File: src/rtl/adbg_hub.sv
// adbg_hub: top-level JTAG debug hub with module-ID select, deferred selection under inhibit and a hub status chain.
// Optional select timeout while PENDING is enabled by defining ADBG_HUB_SELECT_TIMEOUT_EN.
module adbg_hub #(
    parameter int N_MODULES      = 5,
    parameter int ID_WIDTH       = 5,
    parameter int DATA_LEN       = 64,
    parameter int TIMEOUT_CYCLES = 1024
) (
    input  logic                 tck_i,
    input  logic                 trstn_i,
    input  logic                 tdi_i,
    output logic                 tdo_o,
    input  logic                 shift_dr_i,
    input  logic                 capture_dr_i,
    input  logic                 update_dr_i,
    input  logic                 pause_dr_i,
    input  logic                 debug_select_i,
    output logic [DATA_LEN-1:0]  data_register_o,
    output logic [N_MODULES-1:0] module_select_o,
    input  logic [N_MODULES-1:0] module_inhibit_i,
    input  logic [N_MODULES-1:0] module_tdo_i,
    output logic [ID_WIDTH-1:0]  module_id_o
);
    localparam int SW = ID_WIDTH + 3;
    localparam logic [ID_WIDTH-1:0] STATUS_ID = '1;

    typedef enum logic {IDLE = 1'b0, PENDING = 1'b1} state_e;

    state_e                state_q, state_d;
    logic [DATA_LEN-1:0]   sr_q, sr_d;
    logic [ID_WIDTH-1:0]   module_id_q, module_id_d;
    logic [ID_WIDTH-1:0]   pend_id_q, pend_id_d;
    logic                  status_mode_q, status_mode_d;
    logic                  err_invalid_q, err_invalid_d;
    logic [SW-1:0]         status_sr_q, status_sr_d;
    logic                  err_timeout;
    logic                  timeout_hit;
    logic                  set_invalid, set_timeout, pend_restart;

    logic                  select_cmd, sel_evt, id_valid, any_inhibit;
    logic                  status_access, capture_clr;
    logic [ID_WIDTH-1:0]   id_in;
    logic [N_MODULES-1:0]  sel_onehot;
    logic                  mod_tdo;
    logic                  unused_pause;

    // pause_dr_i needs no action: every register already holds when not shifting
    assign unused_pause    = pause_dr_i;

    assign select_cmd      = sr_q[DATA_LEN-1];
    assign id_in           = sr_q[DATA_LEN-2 -: ID_WIDTH];
    assign id_valid        = (id_in < ID_WIDTH'(N_MODULES));
    assign any_inhibit     = |module_inhibit_i;
    assign sel_evt         = debug_select_i & update_dr_i & select_cmd;
    assign status_access   = debug_select_i & status_mode_q;
    assign capture_clr     = status_access & capture_dr_i;
    assign data_register_o = sr_q;
    assign module_id_o     = module_id_q;

`ifdef ADBG_HUB_SELECT_TIMEOUT_EN
    localparam int CNT_W = $clog2(TIMEOUT_CYCLES + 1);

    logic [CNT_W-1:0] tmo_cnt_q, tmo_cnt_d;
    logic             err_timeout_q, err_timeout_d;

    // Hit fires on the cycle whose increment would make the count reach TIMEOUT_CYCLES
    assign timeout_hit = (state_q == PENDING) && (tmo_cnt_q == CNT_W'(TIMEOUT_CYCLES - 1));
    assign err_timeout = err_timeout_q;

    always_comb begin
        tmo_cnt_d = tmo_cnt_q;
        if (pend_restart || state_q != PENDING) begin
            tmo_cnt_d = '0;
        end else begin
            tmo_cnt_d = tmo_cnt_q + 1'b1;
        end
        err_timeout_d = (err_timeout_q & ~capture_clr) | set_timeout;
    end

    always_ff @(posedge tck_i or negedge trstn_i) begin
        if (!trstn_i) begin
            tmo_cnt_q     <= '0;
            err_timeout_q <= 1'b0;
        end else begin
            tmo_cnt_q     <= tmo_cnt_d;
            err_timeout_q <= err_timeout_d;
        end
    end
`else
    assign timeout_hit = 1'b0;
    assign err_timeout = 1'b0;
`endif

    always_comb begin
        sr_d          = sr_q;
        state_d       = state_q;
        module_id_d   = module_id_q;
        pend_id_d     = pend_id_q;
        status_mode_d = status_mode_q;
        set_invalid   = 1'b0;
        set_timeout   = 1'b0;
        pend_restart  = 1'b0;
        status_sr_d   = status_sr_q;

        if (debug_select_i && shift_dr_i) begin
            sr_d = {tdi_i, sr_q[DATA_LEN-1:1]};
        end

        if (state_q == PENDING && !any_inhibit) begin
            module_id_d   = pend_id_q;
            status_mode_d = 1'b0;
            state_d       = IDLE;
        end else if (timeout_hit) begin
            state_d     = IDLE;
            set_timeout = 1'b1;
        end

        // A select in the same cycle overrides whatever the release/timeout decided above
        if (sel_evt) begin
            if (id_in == STATUS_ID) begin
                status_mode_d = 1'b1;
            end else if (id_valid) begin
                if (!any_inhibit) begin
                    module_id_d   = id_in;
                    status_mode_d = 1'b0;
                    state_d       = IDLE;
                end else begin
                    pend_id_d     = id_in;
                    state_d       = PENDING;
                    pend_restart  = 1'b1;
                    set_timeout   = 1'b0;
                end
            end else begin
                set_invalid = 1'b1;
            end
        end

        err_invalid_d = (err_invalid_q & ~capture_clr) | set_invalid;

        if (capture_clr) begin
            status_sr_d = {module_id_q, err_timeout, (state_q == PENDING), err_invalid_q};
        end else if (status_access && shift_dr_i) begin
            status_sr_d = {tdi_i, status_sr_q[SW-1:1]};
        end
    end

    always_ff @(posedge tck_i or negedge trstn_i) begin
        if (!trstn_i) begin
            state_q       <= IDLE;
            sr_q          <= '0;
            module_id_q   <= '0;
            pend_id_q     <= '0;
            status_mode_q <= 1'b0;
            err_invalid_q <= 1'b0;
            status_sr_q   <= '0;
        end else begin
            state_q       <= state_d;
            sr_q          <= sr_d;
            module_id_q   <= module_id_d;
            pend_id_q     <= pend_id_d;
            status_mode_q <= status_mode_d;
            err_invalid_q <= err_invalid_d;
            status_sr_q   <= status_sr_d;
        end
    end

    always_comb begin
        sel_onehot = '0;
        mod_tdo    = 1'b0;
        for (int i = 0; i < N_MODULES; i++) begin
            if (module_id_q == ID_WIDTH'(i)) begin
                sel_onehot[i] = 1'b1;
                mod_tdo       = module_tdo_i[i];
            end
        end
        module_select_o = status_mode_q ? '0 : sel_onehot;
        tdo_o           = status_mode_q ? status_sr_q[0] : mod_tdo;
    end

endmodule

File: config.mk
export PLATFORM = sky130hd
export DESIGN_NAME = adbg_hub
export DESIGN_NICKNAME = d
export VERILOG_FILES = /design/src/rtl/adbg_hub.sv
export SDC_FILE = /design/constraint.sdc
export NUM_CORES = 1
export LEC_CHECK = 0
export CAP_MARGIN = 20
export CORE_UTILIZATION = 35
export DETAILED_ROUTE_END_ITERATION = 6
export SLEW_MARGIN = 20
export SYNTH_ARGS = -nofsm -noshare
export SYNTH_HDL_FRONTEND = slang
export SYNTH_SLANG_ARGS = --single-unit
export TNS_END_PERCENT = 5
File: constraint.sdc
create_clock -name tck_i -period 4.5 [get_ports tck_i]
set_input_delay 0.9 -clock tck_i [delete_from_list [all_inputs] [get_ports tck_i]]
set_output_delay 0.9 -clock tck_i [all_outputs]
set_load 0.05 [all_outputs]
### Yosys cells after proc, flatten, opt, wreduce, memory -nomap -nowiden

Index checks and enable logic that the tools add are counted.

| operators by class | value |
|---|---|
| $lt $le $gt $ge | 1 |
| multiplexer cells | 32 |
| reductions and logical operators | 8 |
| bitwise operators | 8 |
| eq/ne operators | 5 |

Operator list:

| operator | number |
|---|---|
| 5-bit 2-to-1 mux | 6 |
| 1-bit 2-to-1 mux | 24 |
| 8-bit 2-to-1 mux | 2 |
| 5-bit by 2-bit equality test with 1-bit output (second input constant) | 2 |
| 1-bit AND | 5 |
| 5-bit by 1-bit equality test with 1-bit output (second input constant) | 1 |
| 5-bit by 3-bit equality test with 1-bit output (second input constant) | 1 |
| 5-bit equality test (second input constant) | 1 |
| 5-bit logical NOT | 1 |
| 5-bit by 3-bit < comparator with 1-bit output (second input constant) | 1 |
| 5-bit OR reduction | 1 |
| 4-bit AND reduction | 1 |
| 1-bit logical AND | 3 |
| 1-bit inverter | 2 |
| 2-bit nonzero test | 1 |
| 1-bit logical NOT | 1 |
| 1-bit OR | 1 |

| storage, ports and cells | value |
|---|---|
| input bits | 18 |
| logic and storage cells | 61 |
| flip-flop bits (word level) | 85 |
| output and inout bits | 75 |

### Longest topological paths before layout

Gate-level depths: netlist of run 1.

| depth | value |
|---|---|
| depth in word-level cells | 8 |
| gate-level depth with buffers | 6 |
| depth with buffers taken out | 4 |

### Least setup slack after synthesis of run 1

Ideal clock, no wire load.

| timing path | value |
|---|---|
| kind | reg-to-output |
| from | reg module_id_q[2] (netlist: module_id_o[2]) |
| to | out module_select_o[0] |
| stages on the path, launching flop included | 3 |
| required time | 3.600 ns |
| arrival | 2.500 ns |
| buffers on the path | 0 |
| setup slack | 1.100 ns |
| path through | dfrtp_1 or3_1 nor4_1 |

| on the way | value |
|---|---|
| word-level cells in the longest chain between the ends | 3 |

Ends and longest elaborated chain:

| element | RTL line | text |
|---|---|---|
| start, declared | 31 | `logic [ID_WIDTH-1:0] module_id_q, module_id_d;` |
| start signal, assigned | 159 | `module_id_q <= module_id_d;` |
| 5-bit logical NOT | 171 | `if (module_id_q == ID_WIDTH'(i)) begin` |
| 1-bit 2-to-1 mux | 171 |  |
| 5-bit 2-to-1 mux | 176 | `module_select_o = status_mode_q ? '0 : sel_onehot;` |
| end, declared | 19 | `output logic [N_MODULES-1:0] module_select_o,` |

Every way passes these cells.

### Final worst setup path of run 1

| timing path | value |
|---|---|
| from | in module_tdo_i[3] |
| to | out tdo_o |

| on the way | value |
|---|---|
| word-level cells in the longest chain between the ends | 3 |

Ends and longest elaborated chain:

| element | RTL line | text |
|---|---|---|
| start, declared | 21 | `input logic [N_MODULES-1:0] module_tdo_i,` |
| 1-bit 2-to-1 mux (2 in a row) | 171 |  |
| 1-bit 2-to-1 mux | 177 | `tdo_o = status_mode_q ? status_sr_q[0] : mod_tdo;` |
| end, declared | 12 | `output logic tdo_o,` |

Every way passes these cells.

==> impl_table.tex, run 1 <==
\begin{tabular}{lr}
\hline
Metric & Value \\
\hline
\multicolumn{2}{l}{\textbf{Status}} \\
\quad Outcome & completed \\
\multicolumn{2}{l}{\textbf{Final layout}} \\
\quad Layout overhead on the synthesized area & 35.8\% \\
\quad Share of layout cells above drive strength 1 & 28.1\% \\
\quad Commonest cells after routing, fill and taps aside & sky130\_fd\_sc\_hd\_\_clkdlybuf4s50\_1 (90), sky130\_fd\_sc\_hd\_\_dfrtp\_1 (85), sky130\_fd\_sc\_hd\_\_mux2\_2 (64) \\
\quad Fillers & 902 \\
\quad Antenna diode count & 0 \\
\quad Most frequent standard cell in the layout excluding fill and tap cells & sky130\_fd\_sc\_hd\_\_clkdlybuf4s50\_1 \\
\quad Total Nets Final & 358 \\
\multicolumn{2}{l}{\textbf{Synth}} \\
\quad Combinational family with the most area after synthesis & multiplexers \\
\quad Number of enable flip-flop cells after synthesis & 0 \\
\quad Syn Inst Count & 247 \\
\quad Synthesized-area fraction occupied by adder cells & 0\% \\
\quad Yosys warning total & 0 \\
\quad Post-synth top flop & sky130\_fd\_sc\_hd\_\_dfrtp\_1 \\
\quad Proportion of synthesized chip area in sequential cells & 61.2\% \\
\quad Post-synthesis xor/xnor area fraction & 0\% \\
\quad Synth Area in Simple Gates & 7.63\% \\
\quad Share of synthesized area spent on multiplexers & 24.0\% \\
\quad Netlist cell types & 38 \\
\quad Synthesized flop and latch total & 85 \\
\quad Cell area after synthesis & 3480 sq um \\
\quad Complex-gate fraction of the synthesized area & 5.25\% \\
\quad Syn\_area\_per\_cell & 14.1 sq um \\
\quad Asr flop ratio synth & 100\% \\
\quad Syn Nets & 265 \\
\multicolumn{2}{l}{\textbf{Power and ir drop}} \\
\quad Net switching share of the total power & 38.9\% \\
\quad Internal & 1.46 mW \\
\quad Clock group share of total power & 22.6\% \\
\quad Power density over the cells & 506 nW/um\^{}2 \\
\quad Net load switching power & 0.930 mW \\
\quad Max VDD drop & 0.376 mV \\
\quad Reported leakage power & 2.18 nW \\
\quad Combinational Power Share & 35.0\% \\
\quad Part of the total power dissipated in sequential elements & 42.4\% \\
\multicolumn{2}{l}{\textbf{Clock network}} \\
\quad Total of cells resized after clock tree synthesis & 0 \\
\quad Total of hold buffers inserted after clock tree synthesis & 0 \\
\quad Clk pin slew, worst setup/hold paths & 90 ps \\
\quad CTS tree & built \\
\quad Buffers inserted by post-CTS timing repair & 0 \\
\quad Clock sink count & 85 \\
\quad Deepest level of the CTS H-tree & 3 \\
\quad Clk Tree Root Cell & sky130\_fd\_sc\_hd\_\_clkbuf\_8 \\
\quad Maximum clock insertion buffer count & 2 \\
\quad Clock Latency Late Sink & 350 ps \\
\quad Number of buffers added by the clock tree synthesis step & 9 \\
\multicolumn{2}{l}{\textbf{Global routing}} \\
\quad Global route total overflow & 0 \\
\quad Combined global-route utilization of all metal layers & 14.4\% \\
\quad Via count of the first global-routing pass & 2227 \\
\quad Number of antenna violations at the first check in global routing & 0 \\
\quad First-pass GRT wire length & 11300 um \\
\quad Largest net degree at the start of global routing & 86 \\
\multicolumn{2}{l}{\textbf{Place}} \\
\quad Weighted congestion at the end of routability-driven global placement & 0.722 \\
\quad Number of input and output port buffers inserted & 91 \\
\quad Post-detail-place hpwl & 4650 um \\
\quad Post-place setup slack & 1000 ps \\
\multicolumn{2}{l}{\textbf{Setup path}} \\
\quad CP Data Arrival Time & 2590 ps \\
\quad Startpoint-to-endpoint class of the critical path & primary input to primary output \\
\quad Crit Reg-Reg Endpoint & pend\_id\_q[2]\$\_DFFE\_PN0P\_ \\
\quad Register-to-register path setup slack & 2750 ps \\
\quad Critical path peak fanout & 2 \\
\quad Worst R2R Start & data\_register\_o[59]\$\_DFFE\_PN0P\_ \\
\quad Startpoint Class & primary input \\
\quad Path depth of the worst reg2reg path & 4 \\
\quad Worst setup EP type & primary output \\
\quad CP Data Required Time & 3600 ps \\
\multicolumn{2}{l}{\textbf{Floorplan}} \\
\quad Total Die Area & 10300 sq um \\
\quad DIE WIDTH & 102 um \\
\quad Core Region & 9680 sq um \\
\quad Row count & 36 \\
\quad Floorplan die height & 102 um \\
\quad Ports & 93 \\
\quad Starting density of the core & 35.9\% \\
\multicolumn{2}{l}{\textbf{Timing}} \\
\quad Setup violators final & 0 \\
\quad Worst path setup slack after routing & 1010 ps \\
\quad Summed negative setup slack over all endpoints & 0 ps \\
\quad Tightest Pin Transition & 810 ps \\
\quad Max-slew violations & 0 \\
\quad Maximum clock frequency & 286 MHz \\
\quad Max-Slew Margin vs Limit & 45.8\% \\
\quad Fin crit period & 3490 ps \\
\quad RSZ-0062 raised after global routing & no \\
\quad Final cycle utilization of the critical path & 77.6\% \\
\quad Endpoints failing hold & 0 \\
\quad Final setup skew & 5.46 ps \\
\multicolumn{2}{l}{\textbf{Route}} \\
\quad Per-cell routed wire length & 14.5 um \\
\quad DRC & 0 \\
\quad Drt pass-1 iters & 4 \\
\quad Sum of routed wire length over all layers & 6950 um \\
\quad Residual antenna-violating net count after detailed routing & 0 \\
\quad Vias & 2279 \\
\quad Detailed Route Iter0 Violations & 35 \\
\quad Per-cell via count in the routed design & 4.77 \\
\multicolumn{2}{l}{\textbf{Min path}} \\
\quad Kind of path behind the tightest hold check & flop to flop \\
\quad Endpoint of the worst hold path & status\_sr\_q[0]\$\_DFFE\_PN0P\_ \\
\quad Startpoint of the lowest-slack hold path & err\_invalid\_q\$\_DFF\_PN0\_ \\
\quad Number of stages on the worst hold path & 2 \\
\multicolumn{2}{l}{\textbf{Run}} \\
\quad Number of maximum-capacitance violations & 0 \\
\hline
\end{tabular}
critical path, stage by stage:
cell                              delay, ps
sky130_fd_sc_hd__clkdlybuf4s50_1        490
sky130_fd_sc_hd__a21oi_1                 70
sky130_fd_sc_hd__o22ai_1                150
sky130_fd_sc_hd__a32o_1                 190
sky130_fd_sc_hd__clkdlybuf4s50_1        800
kinds of logic after synthesis:
family / Yosys count
flops: 85
mux: 74
simple gates: 45
buf+inv: 16
compound gates: 27
flip-flops by register name (all words and copies together) (netlist names):
signal	cells
data_register_o	64
status_mode_q	1
status_sr_q	8
pend_id_q	5
err_invalid_q	1
state_q	1
module_id_o	5
per-stage QoR:
| stage | std cells | power [mW] | hold WS, ps | utilization, % | area [sq um] |
|---|---|---|---|---|---|
| 6_report | 478 | 2.39 | 493 | 48.8 | 4720 |
| 5_1_grt | 478 | 2.52 | 533 | 48.8 | 4720 |
| 4_1_cts | 478 | 2.43 | 498 | 48.7 | 4720 |
| 3_5_place_dp | 462 | 1.87 | 475 | 46.7 | 4520 |
| 3_3_place_gp | 462 | 1.87 | 463 | 46.7 | 4520 |
| 2_1_floorplan | 247 | 1.57 | 450 | - | 3480 |
how the worst max path moves through the flow:
stage / from / end / slack, ps / cells after the start
finish: module_tdo_i[3] / tdo_o / 1010 / 5
global route: module_tdo_i[3] / tdo_o / 910 / 5
CTS: module_tdo_i[3] / tdo_o / 1000 / 5
detailed placement: module_tdo_i[3] / tdo_o / 1000 / 5
global placement: module_tdo_i[1] / tdo_o / 1030 / 5
floorplan: module_id_o[2]$_DFF_PN0_ / module_select_o[0] / 1100 / 2
per-layer routing:
layer / track usage [%] / vias to the layer above / share of wire [%]
met1: 19.5 / 1126 / 48
met4: 6.02 / 0 / 1.6
li1: - / 1077 / -
met5: 0 / - / 0
met2: 21.3 / 67 / 45
met3: 4.62 / 9 / 6.0
power groups by stage:
stage | logic (mW) | registers (mW) | clock network, mW
floorplan | 0.314 | 1.26 | 0
global placement | 0.837 | 1.03 | 0
detailed placement | 0.841 | 1.03 | 0
CTS | 0.843 | 1.02 | 0.566
global route | 0.891 | 1.04 | 0.595
finish | 0.836 | 1.01 | 0.540
cell type report:
cell class	instances	area (sq um)	area share, %
sequential	85	2130	45.0
multi-input combinational	146	1290	27.2
timing repair buffer	93	927	19.6
tap	133	166	3.52
clock buffer	9	124	2.62
clock inverter	7	75.1	1.59
inverter	5	18.8	0.397
synth_stat cells (2+ instances only):
cell / number / area (sq um)
sky130_fd_sc_hd__dfrtp_1: 85 / 2130
sky130_fd_sc_hd__mux2_2: 64 / 721
sky130_fd_sc_hd__nand2_1: 13 / 48.8
sky130_fd_sc_hd__o21ai_0: 11 / 55.1
sky130_fd_sc_hd__mux2i_1: 7 / 70.1
sky130_fd_sc_hd__buf_2: 6 / 30.0
sky130_fd_sc_hd__clkbuf_1: 5 / 18.8
sky130_fd_sc_hd__inv_1: 5 / 18.8
sky130_fd_sc_hd__nor3_1: 5 / 25.0
sky130_fd_sc_hd__and3_1: 4 / 25.0
sky130_fd_sc_hd__nand3_1: 4 / 20.0
sky130_fd_sc_hd__a21oi_1: 3 / 15.0
sky130_fd_sc_hd__mux2_4: 3 / 45.0
sky130_fd_sc_hd__nor2b_1: 3 / 18.8
sky130_fd_sc_hd__a22o_2: 2 / 20.0
sky130_fd_sc_hd__nand4_1: 2 / 12.5
sky130_fd_sc_hd__nor2_1: 2 / 7.51
sky130_fd_sc_hd__nor4_1: 2 / 12.5
sky130_fd_sc_hd__o221ai_1: 2 / 17.5
No activity file was read; power rests on OpenSTA's default activity.
==> inputs of run 2 (changes only) <==
==> constraint.sdc (replaced) <==
create_clock -name tck_i -period 2.9 [get_ports tck_i]
set_input_delay 0.58 -clock tck_i [delete_from_list [all_inputs] [get_ports tck_i]]
set_output_delay 0.58 -clock tck_i [all_outputs]
set_load 0.05 [all_outputs]
==> impl_table.tex, run 2 (synthesis results as in run 1) <==
\begin{tabular}{lr}
\hline
Metric & Value \\
\hline
\multicolumn{2}{l}{\textbf{Clock network}} \\
\quad Buffers inserted by post-CTS timing repair & 0 \\
\quad Deepest level of the CTS H-tree & 3 \\
\quad Clock Latency Late Sink & 340 ps \\
\quad Number of buffers added by the clock tree synthesis step & 9 \\
\quad Clock sink count & 85 \\
\quad Clk pin slew, worst setup/hold paths & 80 ps \\
\quad Maximum clock insertion buffer count & 2 \\
\quad Clk Tree Root Cell & sky130\_fd\_sc\_hd\_\_clkbuf\_8 \\
\quad CTS tree & built \\
\multicolumn{2}{l}{\textbf{Route}} \\
\quad DRC & 0 \\
\quad Total length of routed met3 wires & 539 um \\
\quad Detailed Route Iter0 Violations & 57 \\
\quad Sum of routed wire length over all layers & 6950 um \\
\quad Vias & 2285 \\
\quad Drt pass-1 iters & 4 \\
\quad Wl on met1 & 3200 um \\
\quad Per-cell routed wire length & 14.6 um \\
\quad Per-cell via count in the routed design & 4.79 \\
\quad Residual antenna-violating net count after detailed routing & 0 \\
\quad Total length of routed met2 wires & 3150 um \\
\quad Highest metal used & met4 \\
\multicolumn{2}{l}{\textbf{Setup path}} \\
\quad Startpoint Class & flop \\
\quad Worst setup EP type & primary output \\
\quad Critical path peak fanout & 6 \\
\quad Worst R2R Start & data\_register\_o[58]\$\_DFFE\_PN0P\_ \\
\quad Crit path from & module\_id\_o[2]\$\_DFF\_PN0\_ \\
\quad Startpoint-to-endpoint class of the critical path & flop to primary output \\
\quad CP Data Arrival Time & 2240 ps \\
\quad CP Data Required Time & 2320 ps \\
\multicolumn{2}{l}{\textbf{Timing}} \\
\quad Fin crit period & 2820 ps \\
\quad Endpoints failing hold & 0 \\
\quad Final setup skew & 4.24 ps \\
\quad Max-Slew Margin vs Limit & 62.2\% \\
\quad Max-slew violations & 0 \\
\quad RSZ-0062 raised after global routing & no \\
\quad Maximum clock frequency & 355 MHz \\
\quad Worst path setup slack after routing & 81.8 ps \\
\quad Tightest Pin Transition & 567 ps \\
\quad Setup violators final & 0 \\
\quad Final cycle utilization of the critical path & 97.2\% \\
\multicolumn{2}{l}{\textbf{Floorplan}} \\
\quad Core Region & 9680 sq um \\
\quad Total Die Area & 10300 sq um \\
\quad DIE WIDTH & 102 um \\
\quad Row count & 36 \\
\quad Starting density of the core & 35.9\% \\
\quad Ports & 93 \\
\quad Floorplan die height & 102 um \\
\multicolumn{2}{l}{\textbf{Final layout}} \\
\quad Final instance count without filler cells & 477 \\
\quad Antenna diode count & 0 \\
\quad Total Nets Final & 361 \\
\quad Layout overhead on the synthesized area & 35.5\% \\
\quad Commonest cells after routing, fill and taps aside & sky130\_fd\_sc\_hd\_\_clkdlybuf4s50\_1 (86), sky130\_fd\_sc\_hd\_\_dfrtp\_1 (85), sky130\_fd\_sc\_hd\_\_mux2\_2 (64) \\
\quad Most frequent standard cell in the layout excluding fill and tap cells & sky130\_fd\_sc\_hd\_\_clkdlybuf4s50\_1 \\
\quad Share of layout cells above drive strength 1 & 28.2\% \\
\quad Max FFs per register & 64 \\
\multicolumn{2}{l}{\textbf{Run}} \\
\quad Number of maximum-capacitance violations & 0 \\
\multicolumn{2}{l}{\textbf{Global routing}} \\
\quad Largest net degree at the start of global routing & 46 \\
\quad Global route total overflow & 0 \\
\quad Number of antenna violations at the first check in global routing & 0 \\
\quad First-pass GRT wire length & 11700 um \\
\quad Via count of the first global-routing pass & 2339 \\
\quad Combined global-route utilization of all metal layers & 15.0\% \\
\multicolumn{2}{l}{\textbf{Place}} \\
\quad Weighted congestion at the end of routability-driven global placement & 0.717 \\
\quad Post-place setup slack & 370 ps \\
\quad Cell total after placement & 465 \\
\quad Post-detail-place hpwl & 4730 um \\
\quad Number of input and output port buffers inserted & 91 \\
\multicolumn{2}{l}{\textbf{Power and ir drop}} \\
\quad Max VDD drop & 0.372 mV \\
\quad Power density over the cells & 761 nW/um\^{}2 \\
\quad Reported leakage power & 2.20 nW \\
\multicolumn{2}{l}{\textbf{Min path}} \\
\quad Kind of path behind the tightest hold check & primary input to asynchronous set/reset pin \\
\multicolumn{2}{l}{\textbf{Status}} \\
\quad Outcome & completed \\
\hline
\end{tabular}
-- run 2: changes by cell type in the layout (fill, tap and decap cells not counted), moves of 3 or more --
cell                              change
sky130_fd_sc_hd__clkdlybuf4s50_1      -4
sky130_fd_sc_hd__clkinvlp_4           -3
sky130_fd_sc_hd__buf_4                +4
sky130_fd_sc_hd__clkbuf_1             +3
sky130_fd_sc_hd__buf_12               +3
-- run 2: final cells by class --
cell class | instances | area (sq um)
well taps | 133 | 166
fillers | 896 | 4970
clock buffers | 12 | 135
inverters | 5 | 18.8
flip-flops and latches | 85 | 2130
repair buffers | 96 | 975
multi-input cells | 146 | 1290
-- run 2: timing repair --
| action | in CTS | in global routing |
|---|---|---|
| hold buffers | 0 | 0 |
| hold endpoints to repair | 0 | 0 |
| gates resized for setup | 1 | 0 |
| setup endpoints to repair | 1 | 0 |
-- run 2: final timing paths --
| check | to | slack (ps) | depth (start not counted) |
|---|---|---|---|
| hold reg to reg | status_sr_q[0]$_DFFE_PN0P_ | 480 | 2 |
| max in group asynchronous | pend_id_q[3]$_DFFE_PN0P_ | 2050 | 2 |
| min in group tck_i | status_sr_q[0]$_DFFE_PN0P_ | 480 | 2 |
| setup / recovery | module_select_o[2] | 80 | 3 |
| hold / removal | module_id_o[0]$_DFF_PN0_ | 210 | 1 |
| setup reg to reg | pend_id_q[2]$_DFFE_PN0P_ | 1100 | 4 |
-- run 2: power by group --
| part | internal, mW | switching [mW] | leakage (nW) | total, mW |
|---|---|---|---|---|
| combinational | 0.521 | 0.844 | 0.986 | 1.36 |
| sequential | 1.38 | 0.185 | 1.14 | 1.56 |
| clock | 0.294 | 0.366 | 0.0683 | 0.660 |
-- run 2: through the flow --
step           area (sq um)  power [mW]  util (%)  setup TNS, ps  hold slack (ps)
3_5_place_dp           4580        2.97      47.3              0              472
4_1_cts                4710        3.65      48.7              0              233
2_1_floorplan          3480        2.45         -           -132              284
5_1_grt                4710        3.80      48.7              0              249
6_report               4710        3.59      48.7              0              214
3_3_place_gp           4580        2.95      47.3              0              460
-- run 2: worst max-delay path, stage by stage, from the launching register on --
cell and delay (ps):
sky130_fd_sc_hd__dfrtp_1 450, sky130_fd_sc_hd__or3_1 440, sky130_fd_sc_hd__nor3_1 180, sky130_fd_sc_hd__clkdlybuf4s50_1 820
-- run 2: per-layer routing --
metal,vias to the layer above,GRT usage (%)
met2,64,22.3
li1,1084,-
met4,0,6.35
met3,6,5.80
met5,-,0
met1,1131,19.5
